File: src/rtl/pc_sequencer_16bit_pkg.sv
// Shared definitions for the fetch/execute sequencer: state encoding,
// the halt opcode and the address-mux select values.
package pc_sequencer_16bit_pkg;

    // Sequencer states, 3-bit encoding.
    typedef enum logic [2:0] {
        ST_IDLE   = 3'd0,
        ST_FETCH  = 3'd1,
        ST_DECODE = 3'd2,
        ST_MEM    = 3'd3,
        ST_EXEC   = 3'd4,
        ST_HALT   = 3'd5
    } seq_state_t;

    // Instruction word that stops the sequencer until reset.
    localparam logic [15:0] HALT_OPCODE = 16'hFFFF;

    // Address mux select values: in0 = pc, in1 = data address.
    localparam logic ADDR_SEL_PC   = 1'b0;
    localparam logic ADDR_SEL_DATA = 1'b1;

endpackage : pc_sequencer_16bit_pkg

File: src/rtl/pc_sequencer_16bit_seq_wait_timer.sv
// Memory wait timer: counts cycles spent waiting for mem_ack and flags the
// last allowed wait cycle. Held at zero whenever counting is not enabled,
// so every entry into a waiting state starts from zero.
module seq_wait_timer #(
    parameter int WAIT_LIMIT = 15
) (
    input  logic clk,
    input  logic rst_n,
    input  logic count_en,
    output logic expired
);

    localparam int CW = (WAIT_LIMIT < 2) ? 1 : $clog2(WAIT_LIMIT + 1);
    localparam logic [CW-1:0] LAST = CW'(WAIT_LIMIT - 1);

    logic [CW-1:0] wait_cnt;

    // Clear when not waiting, otherwise count up and saturate at the last cycle.
    always_ff @(posedge clk or negedge rst_n) begin
        if (!rst_n) begin
            wait_cnt <= '0;
        end else if (!count_en) begin
            wait_cnt <= '0;
        end else if (wait_cnt != LAST) begin
            wait_cnt <= wait_cnt + CW'(1);
        end
    end

    assign expired = (wait_cnt == LAST);

endmodule : seq_wait_timer

File: src/rtl/pc_sequencer_16bit.sv
// Fetch/execute sequencer: owns the program counter and instruction
// register, requests memory accesses, drives the address-mux select and
// applies the ALU branch decision once per instruction.
//
// Memory handshake: mem_req is held high for the whole of FETCH and MEM;
// the access completes on the first rising edge where mem_ack is high
// (instr is captured on that edge in FETCH). mem_ack outside FETCH/MEM is
// ignored. If no ack arrives within WAIT_LIMIT cycles the sequencer halts
// with timeout_err set; an ack on the final allowed cycle still wins.
module pc_sequencer_16bit
    import pc_sequencer_16bit_pkg::*;
#(
    parameter logic [15:0] RESET_PC   = 16'h0000,
    parameter int          WAIT_LIMIT = 15
) (
    input  logic        clk,
    input  logic        rst_n,
    input  logic        run,
    input  logic        mem_ack,
    input  logic [15:0] instr,
    input  logic        data_addr_req,
    input  logic        branch_taken,
    input  logic [15:0] branch_target,
    output logic [15:0] pc,
    output logic        addr_sel,
    output logic        mem_req,
    output logic [15:0] ir,
    output logic        ir_valid,
    output logic        halted,
    output logic        timeout_err
);

    seq_state_t state;
    logic       waiting;
    logic       wait_expired;

    // Counting runs only while an access is outstanding and unacknowledged.
    assign waiting = ((state == ST_FETCH) || (state == ST_MEM)) && !mem_ack;

    seq_wait_timer #(
        .WAIT_LIMIT (WAIT_LIMIT)
    ) u_wait_timer (
        .clk      (clk),
        .rst_n    (rst_n),
        .count_en (waiting),
        .expired  (wait_expired)
    );

    // Sequencer state machine with the pc/ir/ir_valid/timeout registers.
    always_ff @(posedge clk or negedge rst_n) begin
        if (!rst_n) begin
            state       <= ST_IDLE;
            pc          <= RESET_PC;
            ir          <= 16'h0000;
            ir_valid    <= 1'b0;
            timeout_err <= 1'b0;
        end else begin
            case (state)
                ST_IDLE: begin
                    if (run) begin
                        state <= ST_FETCH;
                    end
                end
                ST_FETCH: begin
                    if (mem_ack) begin
                        ir       <= instr;
                        ir_valid <= 1'b1;
                        state    <= ST_DECODE;
                    end else if (wait_expired) begin
                        timeout_err <= 1'b1;
                        state       <= ST_HALT;
                    end
                end
                ST_DECODE: begin
                    if (ir == HALT_OPCODE) begin
                        state <= ST_HALT;
                    end else if (data_addr_req) begin
                        state <= ST_MEM;
                    end else begin
                        state <= ST_EXEC;
                    end
                end
                ST_MEM: begin
                    if (mem_ack) begin
                        state <= ST_EXEC;
                    end else if (wait_expired) begin
                        timeout_err <= 1'b1;
                        state       <= ST_HALT;
                    end
                end
                ST_EXEC: begin
                    // pc+1 wraps naturally at 16 bits.
                    pc       <= branch_taken ? branch_target : (pc + 16'd1);
                    ir_valid <= 1'b0;
                    state    <= run ? ST_FETCH : ST_IDLE;
                end
                ST_HALT: begin
                    state <= ST_HALT;
                end
                default: begin
                    state <= ST_IDLE;
                end
            endcase
        end
    end

    // Moore outputs decoded straight from the state register.
    assign mem_req  = (state == ST_FETCH) || (state == ST_MEM);
    assign addr_sel = (state == ST_MEM) ? ADDR_SEL_DATA : ADDR_SEL_PC;
    assign halted   = (state == ST_HALT);

endmodule : pc_sequencer_16bit

File: config.mk
export PLATFORM = sky130hd
export DESIGN_NAME = pc_sequencer_16bit
export DESIGN_NICKNAME = d
export VERILOG_FILES = /design/src/rtl/pc_sequencer_16bit_pkg.sv /design/src/rtl/pc_sequencer_16bit_seq_wait_timer.sv /design/src/rtl/pc_sequencer_16bit.sv
export SDC_FILE = /design/constraint.sdc
export NUM_CORES = 1
export LEC_CHECK = 0
export ABC_AREA = 1
export BUFFER_PORTS_ARGS = -buffer_cell sky130_fd_sc_hd__clkbuf_2
export CAP_MARGIN = 20
export CELL_PAD_IN_SITES_DETAIL_PLACEMENT = 0
export CELL_PAD_IN_SITES_GLOBAL_PLACEMENT = 1
export CORE_ASPECT_RATIO = 1.1
export CORE_UTILIZATION = 35
export CTS_CLUSTER_SIZE = 14
export DETAILED_ROUTE_END_ITERATION = 7
export PLACE_DENSITY = 0.87
export SYNTH_ARGS = -nofsm -noshare
export SYNTH_HDL_FRONTEND = slang
export SYNTH_SLANG_ARGS = --single-unit
File: constraint.sdc
create_clock -name clk -period 1.5 [get_ports clk]
set_input_delay 0.225 -clock clk [delete_from_list [all_inputs] [get_ports clk]]
set_output_delay 0.225 -clock clk [all_outputs]
set_load 0.03 [all_outputs]
# Yosys cells after proc, flatten, opt, wreduce, memory -nomap -nowiden
# Index checks and enable logic that the tools add are counted.
# classes
n_reduce_logical	9
eq_ne	11
add_sub_neg	2
mux	14
bitwise	1
# ops
op	count
$mux W3	6
$pmux W3 S6	1
$add A16 B1 Y16 const B	1
$eq A16 B16 Y1 const B	1
$mux W16	1
$mux W4	2
$eq A3 B2 Y1 const B	2
$eq A3 B3 Y1 const B	2
$ne A2 B2 Y1 const B	3
$add A4 B1 Y4 const B	1
$eq A4 B4 Y1 const B	1
$ne A4 B4 Y1 const B	1
$reduce_and A2 Y1	2
$eq A3 B1 Y1 const B	1
$logic_not A3 Y1	1
$mux W1	3
$reduce_and A3 Y1	1
$pmux W1 S2	1
$reduce_bool A2 Y1	1
$reduce_or A2 Y1	1
$logic_and A1 B1 Y1	1
$logic_not A1 Y1	1
$logic_or A1 B1 Y1	1
$not A1 Y1	1
# totals
word_cells	43
ff_bits	41
inputBits	38

# Depth between registers and ports, before layout
# Gate-level depths: netlist (run 1).
# logic_depth
depth_word	4
depth_mapped	9
mapped_depth_nobuf	9

# By module
# Synthesis (run 1) repeated with hierarchy kept, for this count alone.
# unflattened
cells_unflattened	299
area_unflattened_um2	2339.7
# modules_own_cells
module	area_per_inst_um2	n_inst	seq_area_each_um2	cells_each
pc_sequencer_16bit	2099.5	1	925.9	268
seq_wait_timer	240.2	1	100.1	31

# Worst setup path after synthesis (run 1)
# No wires, ideal clock.
# synth_path
path_type	register to register
from	register state[2]
to	register state[2]
required_time_ps	1433
synth_period_minus_slack_ps	1591
setup_slack_ps	-91
path_stages_with_launch	6
arrival_ps	1524
cell_sequence	dfrtp_1 -> nor2_4 -> inv_2 -> nor2_1 -> o32ai_1 -> nand2_1
# synth_between
elab_chain_cells	3
word_cells_on_any_way	11
classes_between	eq/ne: 6; mux: 4; reduce/logical: 1
# synth_rtl
item	line_no	source
start: declaration	pc_sequencer_16bit.sv:33	seq_state_t state;
start signal: assignment	pc_sequencer_16bit.sv:95	state <= run ? ST_FETCH : ST_IDLE;
$mux W3	n/a	
$mux W3, on equally long branches	n/a	
$pmux W3 S6	pc_sequencer_16bit.sv:58	case (state)
# Several ways; a longest one is shown, not always the timed one.
# A chain may end at the register's enable or synchronous reset.

# Worst setup path in the final report (run 1)
# layout_path
from	register state[2]
to	output halted
# layout_between
elab_chain_cells	1
# layout_rtl
item	line_no	source
$eq A3 B3 Y1	pc_sequencer_16bit.sv:110	assign halted = (state == ST_HALT);
end: declaration	pc_sequencer_16bit.sv:29	output logic halted,
# No other way between the ends.

==> impl_summary.log, run 1 <==
INFO  metric layout.cells.most_common_list = 108 x nand2_1, 73 x clkbuf_2, 38 x dfrtp_1
INFO  metric fin_worst_hold_slack = 139.3 ps
INFO  metric grt-busiest-layer = met2
INFO  metric clock_tree.htree_level_count = 2
INFO  metric commonest_non_fill_non_tap_cell_in_the_layout = nand2_1
INFO  metric cp.required = 1270 ps
INFO  metric final_design_area_no_fill = 0.003004 mm2
INFO  metric holdCritPathClass = input pin to register
INFO  metric io_pins = 75
INFO  metric regToRegEndpoint = pc[5]$_DFFE_PN0N_
INFO  metric numCtsBuffers = 5
INFO  metric setup_violations_final = 0
INFO  metric gr-total-overflow = 0
INFO  metric cts_sinks = 41
INFO  metric detailedRoute.firstPassIterationCount = 6
INFO  metric global_route.usage.met3 = 4.479%
INFO  metric power.leakage = 1.640 nW
INFO  metric worst-path-buf-inv = 3
INFO  metric synthesis.instances = 325
INFO  metric synthDistinctLibCells = 33
INFO  metric post_synthesis_area_per_instance = 7.199 um2
INFO  metric drive_above_1_share = 29.20%
INFO  metric path_delay_family = flip-flops
INFO  metric max-cap-violations = 0
INFO  metric antenna_violating_nets_post_route = 0
INFO  metric place_congestion = 0.8045
INFO  metric die_height = 87.75 um
INFO  metric via_count = 2,320
INFO  metric met1_usage = 20.69%
INFO  metric numPortBuffers = 74
INFO  metric floorplan.rows = 30
INFO  metric reg2reg_setup_slack = 110 ps
INFO  metric worst_hold_path.num_cells = 3
INFO  metric remaining_drc_errors = 0
INFO  metric startpoint_type = register
INFO  metric pwr_density_cell = 2054 mW/mm2
INFO  metric cts_buffer_depth = 2
INFO  metric hold_path_startpoint = instr[5]
INFO  metric grt_pass1_vias = 2,167
INFO  metric area_delta_synth_final = 28.40%
INFO  metric outcome = completed
INFO  metric nNetsFinal = 451
INFO  metric share_of_synthesized_registers_carrying_an_async_set_or_reset = 100.0%
INFO  metric design.die.area = 0.007016 mm2
INFO  metric final_period_minus_worst_setup_slack = 1447 ps
INFO  metric post_synth_instance_area = 0.002340 mm2
INFO  metric grt_max_degree = 21
INFO  metric grt_first_pass_wirelength = 9535 um
INFO  metric maxClockFrequency = 691.1 MHz
INFO  metric period_utilization = 96.47%
INFO  metric path_class = register to output port
INFO  metric timing.clock.skew = 7.879 ps
INFO  metric cp.arrival = 1220 ps
INFO  metric route.detailed.wl_per_inst = 11.72 um
INFO  metric postSynthRegisterBits = 41
INFO  metric synthFlopType = dfrtp_1
INFO  metric synth_enable_flop_cells = 0
INFO  metric clk_pin_slew_worst_paths = 90 ps
INFO  metric detailed_place.area = 0.002834 mm2
INFO  metric ff2ff_path_depth = 6
INFO  metric endpoint_kind = output port
INFO  metric critical_path_peak_fanout = 4
INFO  metric insertion_delay = 310 ps
INFO  metric clock-root-buffer = clkbuf_8
INFO  metric timing.critical_path.cells = buf_4, nand3_1, inv_1, clkbuf_2
INFO  metric timing.setup.tns = 0 ps
INFO  metric vdd_ir_max = 1085 uV
INFO  metric hold_viol_final = 0
INFO  metric detail_route.vias_per_cell = 4.725
INFO  metric diodes = 0
INFO  metric worstHoldEndpoint = ir[5]$_DFFE_PN0P_
INFO  metric rsz0062_at_grt = yes
INFO  metric final-max-slew-violation-count = 0
INFO  metric initial_utilization = 37.10%
INFO  metric drt_iter0_drc = 107
INFO  metric hpwl_dp = 4442 um
INFO  metric dieWidth = 79.96 um
INFO  metric timing.critical_path.slowest_cell_delay = 440 ps
INFO  metric timing.rr.start = state[0]$_DFFE_PN0P_
INFO  metric tightestPinTransition = 403.8 ps
INFO  metric antenna_found_initial = 0
INFO  metric synth.net_count = 366
INFO  metric coreArea = 0.006306 mm2
INFO  metric seq_area_frac_synth = 43.85%
INFO  metric tritoncts_clock_tree = yes
INFO  metric use_met2 = 31.70%
INFO  metric syn_warnings = 0
INFO  metric critical_path.slowest_cell = dfrtp_2
INFO  metric postLayoutCoreUtil = 47.64%
INFO  metric grt_usage = 17.60%
INFO  metric relSlewSlack = 73.08%
INFO  metric routed_wirelength = 5755 um
==> state kept, by name, summed over array words and instances (netlist names) <==
signal	flops
ir	16
ir_valid	1
pc	16
state	3
timeout_err	1
u_wait_timer.wait_cnt	4
==> synthesized netlist by cell type (3+ instances only) <==
| master | instances | area [um2] |
|---|---|---|
| ha_1 | 3 | 37.54 |
| a21oi_1 | 8 | 40.04 |
| nand4_1 | 5 | 31.28 |
| nor2_1 | 33 | 123.9 |
| clkbuf_1 | 3 | 11.26 |
| o21ai_1 | 4 | 20.02 |
| nor2_2 | 5 | 31.28 |
| or2_2 | 3 | 18.77 |
| inv_1 | 35 | 131.4 |
| o21ai_0 | 14 | 70.07 |
| nand2_1 | 109 | 409.1 |
| buf_2 | 3 | 15.01 |
| nand3_1 | 33 | 165.2 |
| dfrtp_1 | 41 | 1026 |
==> where the power goes <==
| group | internal [mW] | switching, mW | total, mW |
|---|---|---|---|
| clock network | 0.499 | 0.442 | 0.940 |
| registers | 1.59 | 0.496 | 2.08 |
| logic | 0.975 | 2.17 | 3.15 |
==> final cells by class <==
class / instances / area (um2)
multi-input combinational: 236 / 1125
tap: 80 / 100.1
timing repair buffer: 88 / 486.7
inverter: 38 / 147.6
fill: 677 / 3302
clock buffer: 5 / 68.82
clock inverter: 3 / 46.29
sequential: 41 / 1030
==> worst max-delay path by stage <==
| stage | start | end | cells past startpoint |
|---|---|---|---|
| after floorplan | pc[1]$_DFFE_PN0N_ | pc[10]$_DFFE_PN0N_ | 8 |
| after global placement | pc[0]$_DFFE_PN0N_ | pc[8]$_DFFE_PN0N_ | 8 |
| after detailed placement | pc[0]$_DFFE_PN0N_ | pc[10]$_DFFE_PN0N_ | 8 |
| after CTS | state[2]$_DFFE_PN0P_ | addr_sel | 4 |
| after global routing | pc[0]$_DFFE_PN0N_ | pc[10]$_DFFE_PN0N_ | 8 |
| final | state[2]$_DFFE_PN0P_ | halted | 4 |
==> stage by stage <==
step | cells | total power, mW | worst slack, ps
final | 491 | 6.171 | 53.00
after global routing | 491 | 6.689 | -56.95
after CTS | 491 | 6.183 | 5.581
after detailed placement | 480 | 5.181 | 88.84
after global placement | 480 | 5.137 | 104.5
after floorplan | 325 | 4.284 | 58.45
==> timing repair <==
item / 4_1_cts / 5_1_grt
endpoints found under the hold margin: 14 / 0
hold buffers: 1 / 0
buffers inserted: 2 / 0
gates cloned: 0 / 0
endpoints found under the setup margin: 1 / 6
pin swaps: 0 / 1
gates resized for setup: 3 / 8
==> kinds of logic after synthesis <==
family	share of synthesized area (%)
xor gates and xnor gates	0.7488
adders and majority gates	1.604
AOI/OAI and AO/OA	8.717
DFF	43.85
buffers and inverters	8.930
and+or+nand+nor	36.15
==> worst min-delay path: cells and delay by family <==
kind | cells | cell delay [ps]
buffers and inverters | 1 | 80
and+or+nand+nor | 2 | 110
==> per-layer routing <==
| layer | up-vias | part of all wire (%) |
|---|---|---|
| met5 | - | 0 |
| met4 | 0 | 1.1 |
| met3 | 7 | 6.3 |
| met2 | 72 | 49 |
| met1 | 1043 | 44 |
| li1 | 1198 | - |
(Power assumes the default switching activity.)
==> inputs of run 2 (changes only) <==
--- a/config.mk
+++ b/config.mk
@@ -15,6 +15,8 @@
 export CTS_CLUSTER_SIZE = 14
 export DETAILED_ROUTE_END_ITERATION = 7
 export PLACE_DENSITY = 0.87
+export RECOVER_POWER = 50
+export SETUP_SLACK_MARGIN = 0.1
 export SYNTH_ARGS = -nofsm -noshare
 export SYNTH_HDL_FRONTEND = slang
 export SYNTH_SLANG_ARGS = --single-unit
==> impl_summary.log, run 2 (synthesized netlist as in run 1, its figures left out) <==
INFO  metric rsz0062_at_grt = yes
INFO  metric numPortBuffers = 74 (unchanged)
INFO  metric clock-root-buffer = clkbuf_8
INFO  metric tritoncts_clock_tree = yes
INFO  metric insertion_delay = 290 ps (-20 ps)
INFO  metric place_congestion = 0.8230 (+2.3%)
INFO  metric die_height = 87.75 um (unchanged)
INFO  metric met2_length = 2830 um (+0.68%)
INFO  metric final_period_minus_worst_setup_slack = 1432 ps (-14.95 ps)
INFO  metric outcome = completed
INFO  metric antenna_found_initial = 0 (unchanged)
INFO  metric antenna_violating_nets_post_route = 0 (unchanged)
INFO  metric tightestPinTransition = 457.3 ps (+53.49 ps)
INFO  metric via_count = 2,328 (+0.34%)
INFO  metric area_delta_synth_final = 33.05%
INFO  metric detail_route.wirelength.met1 = 2591 um (+2.9%)
INFO  metric fin_worst_hold_slack = 148.4 ps (+9.074 ps)
INFO  metric remaining_drc_errors = 0 (unchanged)
INFO  metric period_utilization = 95.47% (-1.0 points)
INFO  metric detailedRoute.firstPassIterationCount = 4 (-2)
INFO  metric numCtsBuffers = 5 (unchanged)
INFO  metric drt_iter0_drc = 65 (-39%)
INFO  metric worstSetupStartpoint = state[2]$_DFFE_PN0P_
INFO  metric pwr_density_cell = 2065 mW/mm2 (+0.51%)
INFO  metric grt_max_degree = 27 (+29%)
INFO  metric grt_pass1_vias = 2,212 (+2.1%)
INFO  metric power.leakage = 1.631 nW (-0.54%)
INFO  metric vdd_ir_max = 915.2 uV (-16%)
INFO  metric commonest_non_fill_non_tap_cell_in_the_layout = nand2_1
INFO  metric relSlewSlack = 69.51% (-3.6 points)
INFO  metric cts_buffer_depth = 2 (unchanged)
INFO  metric maxClockFrequency = 698.3 MHz (+1.0%)
INFO  metric cp.required = 1270 ps (about the same)
INFO  metric hold_viol_final = 0 (unchanged)
INFO  metric initial_utilization = 37.10% (unchanged)
INFO  metric coreArea = 0.006306 mm2 (unchanged)
INFO  metric floorplan.rows = 30 (unchanged)
INFO  metric route.detailed.wl_per_inst = 11.74 um (+0.14%)
INFO  metric filler_cell_count = 683 (+0.89%)
INFO  metric io_pins = 75 (unchanged)
INFO  metric holdCritPathClass = input pin to register
INFO  metric timing.critical_path.slowest_cell_delay = 430 ps (about the same)
INFO  metric drive_above_1_share = 27.88% (-1.3 points)
INFO  metric layout_top_registers = ir: 16 flops, pc: 16 flops, u_wait_timer.wait_cnt: 4 flops
INFO  metric detail_route.vias_per_cell = 4.694 (-0.67%)
INFO  metric postLayoutCoreUtil = 49.37% (+1.7 points)
INFO  metric grt_usage = 17.77% (+0.17 points)
INFO  metric cts_sinks = 41 (unchanged)
INFO  metric timing.rr.start = pc[0]$_DFFE_PN0N_
INFO  metric fin_total_pwr = 6.427 mW (+4.2%)
INFO  metric timing.setup.tns = 0 ps (unchanged)
INFO  metric dieWidth = 79.96 um (unchanged)
INFO  metric clock_tree.htree_level_count = 2 (unchanged)
INFO  metric final_design_area_no_fill = 0.003113 mm2 (+3.6%)
INFO  metric max-cap-violations = 0 (unchanged)
INFO  metric timing.critical_path.cells = nor2_4, buf_4, clkbuf_2
INFO  metric critical_path_peak_fanout = 4 (unchanged)
INFO  metric route.met3.wl = 347 um (-4.7%)
INFO  metric worst-path-buf-inv = 2 (-1)
INFO  metric critical_path.slowest_cell = dfrtp_2
INFO  metric endpoint_kind = output port
INFO  metric topRoutingLayerUsed = met4
INFO  metric hold_path_startpoint = instr[6]
INFO  metric design.die.area = 0.007016 mm2 (unchanged)
INFO  metric nNetsFinal = 456 (+1.1%)
INFO  metric grt_first_pass_wirelength = 9749 um (+2.2%)
INFO  metric gr-total-overflow = 0 (unchanged)
INFO  metric path_delay_family = flip-flops
INFO  metric routed_wirelength = 5822 um (+1.2%)
INFO  metric timing.clock.skew = 9.852 ps (+1.973 ps)
INFO  metric clk_pin_slew_worst_paths = 90 ps (about the same)
INFO  metric layout.cells.most_common_list = 106 x nand2_1, 54 x clkbuf_2, 35 x dfrtp_1
INFO  metric setup_violations_final = 0 (unchanged)
INFO  metric detailed_place.area = 0.002844 mm2 (+0.35%)
INFO  metric diodes = 0 (unchanged)
INFO  metric final-max-slew-violation-count = 0 (unchanged)
INFO  metric cp.arrival = 1210 ps (about the same)
INFO  metric path_class = register to output port
INFO  metric startpoint_type = register
INFO  metric hpwl_dp = 4358 um (-1.9%)
## run 2: changes by cell type in the layout (fill, tap and decap cells not counted), moves of 2 or more
cell / delta
buf_4: +3
clkbuf_1: +18
clkbuf_2: -19
dfrtp_1: -3
dfrtp_2: +3
nand2_1: -2
nand3_1: -3
nand3_2: +2
nor2_2: -2
nor2_4: +3
## run 2: cell type report
cell class,count,area (um2),area share (%)
Clock buffer,6,82.58,2.653
Sequential cell,41,1033,33.20
Inverter,38,150.1,4.823
Multi-Input combinational cell,236,1185,38.06
Tap cell,80,100.1,3.215
Clock inverter,2,37.54,1.206
Timing Repair Buffer,93,524.3,16.84
## run 2: worst reg2reg max path: stages (launching register included)
cell and delay (ps):
dfrtp_2 430, ha_4 180, nand3_4 80, nor2_4 150, nand2_1 90, o21ai_1 120, nand2_1 50, o21ai_0 60
inv_1 50
## run 2: what timing repair did
action,CTS,global route
buffers inserted,2,7
hold endpoints to repair,15,0
pin swaps,1,6
hold buffers,1,0
setup endpoints to repair,5,19
gates resized for setup,10,18
## run 2: final timing paths
path	end	slack, ps	depth (start not counted)
max in group asynchronous	state[2]$_DFFE_PN0P_	300	3
min	ir[6]$_DFFE_PN0P_	150	3
min reg2reg	timeout_err$_DFFE_PN0P_	470	2
max	mem_req	70	3
max reg2reg	pc[10]$_DFFE_PN0N_	180	8
min in group asynchronous	pc[0]$_DFFE_PN0N_	400	2
## run 2: stage by stage
| step | cells | setup WS (ps) |
|---|---|---|
| global route | 496 | 21.96 |
| global placement | 478 | 103.2 |
| CTS | 489 | 74.75 |
| finish | 496 | 67.96 |
| floorplan | 325 | 93.24 |
| detailed placement | 478 | 95.16 |
## run 2: per-layer routing
layer / vias up / track usage [%]
met4: 0 / 5.357
met1: 1045 / 22.60
met3: 6 / 3.021
li1: 1208 / -
met2: 69 / 30.85
met5: - / 0
## run 2: power breakdown
part / internal, mW / total, mW / leakage [nW] / switching, mW
combinational: 1.08 / 3.35 / 1.09 / 2.27
clock: 0.542 / 0.960 / 0.0574 / 0.418
sequential: 1.59 / 2.12 / 0.487 / 0.523
total: 3.22 / 6.43 / 1.63 / 3.21
==> inputs of run 3 (changes only) <==
--- a/config.mk
+++ b/config.mk
@@ -11,10 +11,11 @@
 export CELL_PAD_IN_SITES_DETAIL_PLACEMENT = 0
 export CELL_PAD_IN_SITES_GLOBAL_PLACEMENT = 1
 export CORE_ASPECT_RATIO = 1.1
-export CORE_UTILIZATION = 35
+export CORE_UTILIZATION = 37
+export CTS_BUF_LIST = sky130_fd_sc_hd__clkbuf_8
 export CTS_CLUSTER_SIZE = 14
 export DETAILED_ROUTE_END_ITERATION = 7
-export PLACE_DENSITY = 0.87
+export PLACE_DENSITY = 0.91
 export RECOVER_POWER = 50
 export SETUP_SLACK_MARGIN = 0.1
 export SYNTH_ARGS = -nofsm -noshare
==> constraint.sdc (replaced) <==
create_clock -name clk -period 1.43 [get_ports clk]
set_input_delay 0.2145 -clock clk [delete_from_list [all_inputs] [get_ports clk]]
set_output_delay 0.2145 -clock clk [all_outputs]
set_load 0.03 [all_outputs]
==> impl_summary.log, run 3 (synthesized netlist as in run 1, its figures left out) <==
INFO  metric ff2ff_path_depth = 8 (unchanged)
INFO  metric worst_hold_path.num_cells = 3 (unchanged)
INFO  metric routed_wirelength = 6392 um (+9.8%)
INFO  metric drive_above_1_share = 36.79% (+8.9 points)
INFO  metric hold_viol_final = 0 (unchanged)
INFO  metric numCtsBuffers = 5 (unchanged)
INFO  metric nNetsFinal = 464 (+1.8%)
INFO  metric area_delta_synth_final = 45.94%
INFO  metric post_placement_setup_slack = 51.42 ps (-43.74 ps)
INFO  metric tritoncts_clock_tree = yes
INFO  metric timing.rr.start = state[0]$_DFFE_PN0P_
INFO  metric timing.critical_path.cells = inv_2, nor2_4, inv_4, nor2_4, buf_8
INFO  metric worst-path-buf-inv = 3 (+1)
INFO  metric timing.clock.skew = 5.214 ps (-4.638 ps)
INFO  metric cts_sinks = 41 (unchanged)
INFO  metric final-max-slew-violation-count = 0 (unchanged)
INFO  metric initial_utilization = 38.01% (+0.90 points)
INFO  metric startpoint_type = register
INFO  metric clk_pin_slew_worst_paths = 80 ps (about the same)
INFO  metric remaining_drc_errors = 0 (unchanged)
INFO  metric clock_power_share = 15.0% (about the same)
INFO  metric clock-root-buffer = clkbuf_8
INFO  metric worstHoldEndpoint = ir[5]$_DFFE_PN0P_
INFO  metric gr-total-overflow = 0 (unchanged)
INFO  metric p_int = 3.858 mW (+20%)
INFO  metric dieWidth = 77.82 um (-2.7%)
INFO  metric commonest_non_fill_non_tap_cell_in_the_layout = nand2_1
INFO  metric period_utilization = 98.04%
INFO  metric net-switching-power = 3.678 mW (+15%)
INFO  metric hpwl_dp = 4239 um (-2.7%)
INFO  metric critical_path_peak_fanout = 3 (-1)
INFO  metric antenna_found_initial = 0 (unchanged)
INFO  metric clock_tree.htree_level_count = 2 (unchanged)
INFO  metric power.share.sequential = 29.6% (-3.3 points)
INFO  metric pwr_density_cell = 2207 mW/mm2 (+6.9%)
INFO  metric regArea = 0.001036 mm2 (+0.24%)
INFO  metric route.met3.wl = 302 um (-13%)
INFO  metric filler_cell_count = 591 (-13%)
INFO  metric pwr-share-comb = 55.4% (+3.3 points)
INFO  metric maxClockFrequency = 713.3 MHz
INFO  metric grt_pass1_vias = 2,248 (+1.6%)
INFO  metric coreArea = 0.006156 mm2 (-2.4%)
INFO  metric antenna_violating_nets_post_route = 0 (unchanged)
INFO  metric detail_route.vias_per_cell = 4.831 (+2.9%)
INFO  metric timing.critical_path.slowest_cell_delay = 390 ps (-40 ps)
INFO  metric holdCritPathClass = input pin to register
INFO  metric regToRegEndpoint = ir[14]$_DFFE_PN0P_
INFO  metric multi_input_comb_area = 0.001378 mm2 (+16%)
INFO  metric design.die.area = 0.006646 mm2 (-5.3%)
INFO  metric grt_max_degree = 42 (+56%)
INFO  metric endpoint_kind = output port
INFO  metric hold_path_startpoint = instr[5]
INFO  metric relSlewSlack = 61.46% (-8.1 points)
INFO  metric cts_buffer_depth = 2 (unchanged)
INFO  metric vdd_ir_max = 1111 uV (+21%)
INFO  metric path_class = register to output port
INFO  metric detailedRoute.firstPassIterationCount = 4 (unchanged)
INFO  metric route.detailed.wl_per_inst = 12.68 um (+8.0%)
INFO  metric grt_usage = 19.03% (+1.3 points)
INFO  metric detail_route.wirelength.met1 = 2757 um (+6.4%)
INFO  metric switching_part_of_the_total_power = 48.81% (-1.1 points)
INFO  metric floorplan.rows = 30 (unchanged)
INFO  metric critical_path.slowest_cell = dfrtp_1
INFO  metric die_height = 85.40 um (-2.7%)
INFO  metric cp_common_cell = nor2_4
INFO  metric cp.required = 1220 ps (-50 ps)
INFO  metric place_congestion = 0.8143 (-1.1%)
INFO  metric rsz0062_at_grt = yes
INFO  metric topRoutingLayerUsed = met4
INFO  metric via_count = 2,435 (+4.6%)
INFO  metric final_period_minus_worst_setup_slack = 1402 ps
INFO  metric setup_violations_final = 0 (unchanged)
INFO  metric insertion_delay = 300 ps (about the same)
INFO  metric cp.arrival = 1190 ps (-20 ps)
INFO  metric max-cap-violations = 0 (unchanged)
INFO  metric tightestPinTransition = 578.1 ps (+120.8 ps)
INFO  metric outcome = completed
INFO  metric grt_first_pass_wirelength = 10,050 um (+3.0%)
INFO  metric met2_length = 3258 um (+15%)
INFO  metric timing.setup.tns = 0 ps (unchanged)
INFO  metric layout.cells.most_common_list = 101 x nand2_1, 55 x clkbuf_2, 33 x inv_1, 33 x dfrtp_1, 28 x nor2_1
INFO  metric reg2reg_setup_slack = 60 ps (-120 ps)
INFO  metric drt_iter0_drc = 86 (+32%)
INFO  metric io_pins = 75 (unchanged)
INFO  metric path_delay_family = flip-flops
INFO  metric fin_ws = 28.05 ps (-39.91 ps)
INFO  metric numPortBuffers = 74 (unchanged)
INFO  metric diodes = 0 (unchanged)
INFO  metric layout_top_registers = ir: 16 flops, pc: 16 flops, u_wait_timer.wait_cnt: 4 flops
INFO  metric power.leakage = 1.712 nW (+5.0%)
run 3: changes by cell type in the layout (fill, tap and decap cells not counted), moves of 3 or more:
cell	before	now
buf_4	16	19
nand2_1	106	101
nand2_2	3	6
nand2_8	0	3
nand3_1	30	12
nand3_2	2	19
nor2_4	6	9
run 3: worst min-delay path: stages:
cell	delay, ps
clkbuf_2	90
nand3_2	60
nand2_1	40
run 3: worst max path at each step:
stage,start,to,slack [ps],cells after the start
after global routing,state[0]$_DFFE_PN0P_,addr_sel,-30,5
final,state[0]$_DFFE_PN0P_,addr_sel,30,5
after floorplan,pc[1]$_DFFE_PN0N_,pc[10]$_DFFE_PN0N_,60,8
after CTS,state[2]$_DFFE_PN0P_,addr_sel,-20,4
after detailed placement,state[0]$_DFFE_PN0P_,ir[15]$_DFFE_PN0P_,50,7
after global placement,pc[1]$_DFFE_PN0N_,pc[10]$_DFFE_PN0N_,90,8
run 3: through the flow:
| step | total power, mW | utilization, % | hold WS, ps | instance area (um2) | std cells |
|---|---|---|---|---|---|
| 5_1_grt | 8.068 | 55.47 | 128.9 | 3415 | 504 |
| 6_report | 7.536 | 55.47 | 134.4 | 3415 | 504 |
| 4_1_cts | 6.964 | 50.89 | 129.9 | 3133 | 494 |
| 3_5_place_dp | 5.523 | 46.48 | 212.6 | 2861 | 477 |
| 3_3_place_gp | 5.455 | 46.48 | 211.6 | 2861 | 477 |
| 2_1_floorplan | 4.586 | - | -81.09 | 2382 | 325 |
run 3: power by group through the flow:
| stage | Combinational [mW] | Sequential (mW) | Clock [mW] |
|---|---|---|---|
| finish | 4.18 | 2.23 | 1.13 |
| detailed placement | 3.26 | 2.26 | 0 |
| floorplan | 1.55 | 3.03 | 0 |
| global placement | 3.21 | 2.24 | 0 |
| CTS | 3.61 | 2.20 | 1.15 |
| global route | 4.54 | 2.32 | 1.21 |
run 3: area by class of cell:
type / instances / area share (%)
clock buffers: 5 / 2.015
well taps: 80 / 2.931
flip-flops and latches: 41 / 30.34
multi-input cells: 237 / 40.34
inverters: 38 / 4.470
clock inverters: 3 / 1.905
repair buffers: 100 / 17.99
run 3: timing repair:
item	in CTS	in global routing
gates resized for setup	14	54
hold buffers	1	0
endpoints found under the hold margin	41	0
pin swaps	5	19
endpoints found under the setup margin	22	37
cloned	0	2
buffers inserted	8	8
run 3: routing by layer:
layer / track usage, % / vias to the layer above
li1: - / 1230
met1: 23.43 / 1126
met2: 32.90 / 70
met3: 3.763 / 9
met4: 6.861 / 0
met5: 0 / -
